## src/rtl/barrel_shift_pipe.sv

```systemverilog
// Pipelined barrel shifter (SLL/SRL/SRA/ROL) with one register stage per shift-amount bit,
// MSB first, valid/ready flow control and an SLL shifted-out-ones flag.
module barrel_shift_pipe #(
   parameter int WIDTH   = 16,
   parameter int SHAMT_W = $clog2(WIDTH)
) (
   input  logic               clk,
   input  logic               rst_n,
   input  logic               in_valid,
   output logic               in_ready,
   input  logic [WIDTH-1:0]   in_data,
   input  logic [SHAMT_W-1:0] in_shamt,
   input  logic [1:0]         in_mode,
   output logic               out_valid,
   input  logic               out_ready,
   output logic [WIDTH-1:0]   out_data,
   output logic               out_ovf
);

   localparam int         LAST     = SHAMT_W - 1;
   localparam logic [1:0] MODE_SLL = 2'b00;
   localparam logic [1:0] MODE_SRL = 2'b01;
   localparam logic [1:0] MODE_SRA = 2'b10;
   localparam logic [1:0] MODE_ROL = 2'b11;

   logic stall;

   for (genvar k = 0; k < SHAMT_W; k++) begin : g_stage
      localparam int SH = 1 << (SHAMT_W - 1 - k);

      // Shift-amount bits still pending when a beat enters this stage; the MSB is consumed here.
      logic [SHAMT_W-1-k:0] src_shamt;
      logic [WIDTH-1:0]     src_data;
      logic [1:0]           src_mode;
      logic                 src_ovf;
      logic                 src_valid;

      logic [WIDTH-1:0]     res_data;
      logic                 res_ovf;
      logic [WIDTH-1:0]     data_d, data_q;
      logic                 ovf_d, ovf_q;
      logic                 valid_d, valid_q;

      if (k == 0) begin : g_first
         assign src_data  = in_data;
         assign src_shamt = in_shamt;
         assign src_mode  = in_mode;
         assign src_ovf   = 1'b0;
         assign src_valid = in_valid;
      end else begin : g_next
         assign src_data  = g_stage[k-1].data_q;
         assign src_shamt = g_stage[k-1].g_keep.shamt_q;
         assign src_mode  = g_stage[k-1].g_keep.mode_q;
         assign src_ovf   = g_stage[k-1].ovf_q;
         assign src_valid = g_stage[k-1].valid_q;
      end

      // Conditional power-of-two shift for this stage, then hold-or-advance selection.
      always_comb begin
         res_data = src_data;
         res_ovf  = 1'b0;
         if (src_shamt[SHAMT_W-1-k]) begin
            case (src_mode)
               MODE_SLL: begin
                  res_data = src_data << SH;
                  res_ovf  = src_ovf | (src_data[WIDTH-1 -: SH] != '0);
               end
               MODE_SRL: res_data = src_data >> SH;
               MODE_SRA: res_data = $signed(src_data) >>> SH;
               MODE_ROL: res_data = {src_data[WIDTH-1-SH:0], src_data[WIDTH-1 -: SH]};
               default:  res_data = src_data;
            endcase
         end else begin
            res_data = src_data;
            res_ovf  = src_ovf & (src_mode == MODE_SLL);
         end

         if (stall) begin
            data_d  = data_q;
            ovf_d   = ovf_q;
            valid_d = valid_q;
         end else begin
            data_d  = res_data;
            ovf_d   = res_ovf;
            valid_d = src_valid;
         end
      end

      // Stage register for data, overflow accumulator and valid.
      always_ff @(posedge clk) begin
         if (!rst_n) begin
            data_q  <= '0;
            ovf_q   <= 1'b0;
            valid_q <= 1'b0;
         end else begin
            data_q  <= data_d;
            ovf_q   <= ovf_d;
            valid_q <= valid_d;
         end
      end

      // The final stage has no consumer for mode or remaining shift bits.
      if (k < LAST) begin : g_keep
         logic [SHAMT_W-2-k:0] shamt_d, shamt_q;
         logic [1:0]           mode_d, mode_q;

         // Carry mode and the not-yet-consumed shift bits to the next stage.
         always_comb begin
            if (stall) begin
               shamt_d = shamt_q;
               mode_d  = mode_q;
            end else begin
               shamt_d = src_shamt[SHAMT_W-2-k:0];
               mode_d  = src_mode;
            end
         end

         // Stage register for mode and remaining shift amount.
         always_ff @(posedge clk) begin
            if (!rst_n) begin
               shamt_q <= '0;
               mode_q  <= 2'b00;
            end else begin
               shamt_q <= shamt_d;
               mode_q  <= mode_d;
            end
         end
      end
   end

   // out_ready -> in_ready is the only combinational path through the block.
   assign stall     = g_stage[LAST].valid_q & ~out_ready;
   assign in_ready  = ~stall;
   assign out_valid = g_stage[LAST].valid_q;
   assign out_data  = g_stage[LAST].data_q;
   assign out_ovf   = g_stage[LAST].ovf_q;

endmodule
```

## config.mk

```make
export PLATFORM = sky130hd
export DESIGN_NAME = barrel_shift_pipe
export DESIGN_NICKNAME = d
export VERILOG_FILES = /design/src/rtl/barrel_shift_pipe.sv
export SDC_FILE = /design/constraint.sdc
export NUM_CORES = 1
export LEC_CHECK = 0
export CORE_UTILIZATION = 60
export DETAILED_ROUTE_END_ITERATION = 10
export PLACE_DENSITY = 0.88
export SETUP_SLACK_MARGIN = 0.3
export SKIP_LAST_GASP = 1
export SYNTH_ARGS = -nofsm -noshare
export SYNTH_HDL_FRONTEND = slang
export SYNTH_SLANG_ARGS = --single-unit
```

## constraint.sdc

```tcl
create_clock -name clk -period 3.12 [get_ports clk]
set_input_delay 0.78 -clock clk [delete_from_list [all_inputs] [get_ports clk]]
set_output_delay 0.78 -clock clk [all_outputs]
set_load 0.01 [all_outputs]
```

==> impl_metrics.ini <==
[status]
outcome = complete, no violations

[layout]
design_area_um2 = 5440
final-seq-area_um2 = 1680
fin_nets = 602
final_layout_size_suffix_gt1_share_pct = 7.93
syn_to_final_growth_pct = 12.3
multi_input_area_um2 = 2850
antenna_cells = 0
filler_cell_count = 615

[power]
internal_power_mw = 1.79
clkPwrFrac_pct = 34.6
switching_share_pct = 26.8
leakage_nw = 2.03
power_mw = 2.44
seqPwrFrac_pct = 49.9
switchingPower_mw = 0.656
ir_drop_v = 0.000257
p_comb_share_pct = 15.5
cellPowerDensity_nw_per_um2 = 449

[drt]
postRouteWirelength_um = 10700
vias = 4298
avgViaCountPerCell = 6.30
drt_iter0_markers = 252
antenna_left = 0
first_pass_iters = 5
drc = 0
wl_per_cell_um = 15.7

[worst_setup_path]
path_common_cell = clkdlybuf4s50_1
cp-end-kind = primary output
crit_buf_inv = 3
crit_arrival_ns = 1.92
critPathLaunchType = primary input
path_max_fanout = 2
crit_path_max_incr_delay_ns = 0.53
worstPathCellList = clkdlybuf4s50_1 > nor2b_4 > clkinv_2 > clkdlybuf4s50_1
reg2reg_slack_ns = 1.33
crit_path_top_delay_cell = clkdlybuf4s50_1
worstPathRequired_ns = 2.34
path_delay_family = buffers and inverters
crit_type = primary input to primary output

[cts]
clockBufferDepth = 2
htree_levels = 3
path_clk_slew_ns = 0.09
ctsHoldBuffers = 0
cts_resized = 0
clock-sinks = 84
numCtsBuffers = 9
root_buffer = clkbuf_8
insertion_delay_ns = 0.36
cts_tree = done
post_cts_buffers = 0

[flow_run]
max_cap_violations = 0

[synthesis]
syn_inst = 571
seq_area_frac_synth_pct = 34.7
synth_cell_types = 42
ys_seq_elements = 84
synth_edf_count = 0
synth_area_um2 = 4840
ys_warn_count = 0
synthFlopType = dfxtp_1
netlist_top_cells_area = dfxtp_1, mux2i_1, o211ai_1, nand2b_1, nand2_1
synth.largest_area_cell = dfxtp_1
netlist.area_leader.share_pct = 34.7
syn_nets = 597
syn_avg_cell_area_um2 = 8.48
postSynth.asyncResetShare_pct = 0

[sta]
hold_violations = 0
clock_skew_ns = 0.00979
max_freq_ghz = 0.370
fin_crit_sh_pct = 86.6
maxSlewHeadroom_pct = 28.0
rsz0062_at_grt = no
setup_tns_ns = 0
slew_violations = 0
tightest_slew_ns = 1.08
setup_viol = 0
period_needed_ns = 2.70

[place]
placed_area_um2 = 5230
portBuffers = 44
place.gp.congestion = 0.872
hpwl_um = 7010

[global_route]
first_global_vias = 3953
grt_max_degree = 124
grt.total_usage_pct = 27.0
overflow = 0
grt_pass1_wl_um = 18300
antenna_found_initial = 0

[die]
die_area_um2 = 8430
die_h_um = 91.8
rows = 32
start_util_pct = 62.3
io_pins = 45
core_um2 = 7770
die_x_um = 91.8

[hold_path]
hold_path_class = register to register
## layout by cell type, fill, tap and decap left out, types with 3 or more instances in the layout
master,Yosys,routed
nand3b_1,3,3
or4_1,4,4
inv_1,3,3
nor2b_1,15,14
clkdlybuf4s50_1,0,43
o21ai_0,9,9
a21oi_1,5,5
dfxtp_1,84,84
o211a_1,11,11
nand2b_1,49,49
buf_4,7,11
mux2i_1,43,43
o22ai_1,37,37
o21ai_1,7,7
a21boi_0,16,16
a311oi_1,8,8
nand3_1,32,32
nand4_1,3,3
o211ai_1,53,53
a221oi_1,5,5
o221a_2,3,3
nand2_1,73,73
nor3b_1,8,8
mux2_4,4,4
nor2_1,13,13
mux2_2,3,3
clkbuf_8,0,9
## worst paths after layout
kind / start / to / cells after the start
worst min-delay path: out_ovf$_SDFFE_PN0N_ / out_ovf$_SDFFE_PN0N_ / 2
worst max-delay path: out_ready / in_ready / 4
worst max register to register: g_stage[1].g_keep.mode_q[1]$_SDFFE_PN0N_ / g_stage[2].data_q[12]$_SDFFE_PN0N_ / 3
worst min register to register: out_ovf$_SDFFE_PN0N_ / out_ovf$_SDFFE_PN0N_ / 2
## per-stage QoR
step	util, %	setup WS, ns	hold WS (ns)	cells
global route	70.0	0.380	0.489	682
finish	70.0	0.417	0.460	682
floorplan	-	0.928	0.431	571
CTS	70.0	0.410	0.466	682
detailed placement	67.3	0.417	0.454	667
global placement	67.3	0.414	0.444	667
## layout make-up
class                      count  area share, %
inverter                       4          0.299
sequential                    84           30.9
clock inverter                 6           1.66
timing repair buffer          56           10.2
clock buffer                   9           2.28
tap                          102           2.35
multi-input combinational    421           52.3
## worst min-delay path: cells and delay by family, from the launching register on
kind            cells  cell delay (ns)
compound gates      1             0.05
flops               1             0.32
simple gates        1             0.05
## cell families after synthesis
| family | synth area share (%) |
|---|---|
| compound gates | 24.8 |
| mux | 10.8 |
| xor+xnor | 1.47 |
| simple gates | 21.5 |
| buf+inv | 6.64 |
| flops | 34.7 |
## cell usage after synthesis, drive strengths merged (15+ instances only)
cell type,n
o21ai,16
nand2,73
mux2i,43
o22ai,37
buf,39
nor2b,15
nand2b,49
dfxtp,84
a21boi,18
clkbuf,23
nand3,32
o211ai,53
## power by group through the flow
stage               clock [mW]  combinational [mW]  sequential [mW]
floorplan                    0               0.287             1.21
global placement             0               0.362             1.24
detailed placement           0               0.374             1.24
CTS                      0.852               0.378             1.22
global route             0.901               0.418             1.23
finish                   0.845               0.380             1.22
## registers in the layout, summed over array words and instances, names as in the netlist
signal and cells:
g_stage.data_q 48, g_stage.g_keep.mode_q 6, g_stage.g_keep.shamt_q 6, g_stage.ovf_q 3, g_stage.valid_q 3, out_data 16, out_ovf 1, out_valid 1
## layer usage
metal  GRT usage, %  vias up  part of all wire [%]
met5              0        -                     0
met2           44.8      131                    50
li1               -     2106                     -
met3           5.64       33                   4.1
met1           32.9     2028                    42
met4           14.5        0                   3.5
(Power assumes the default switching activity.)
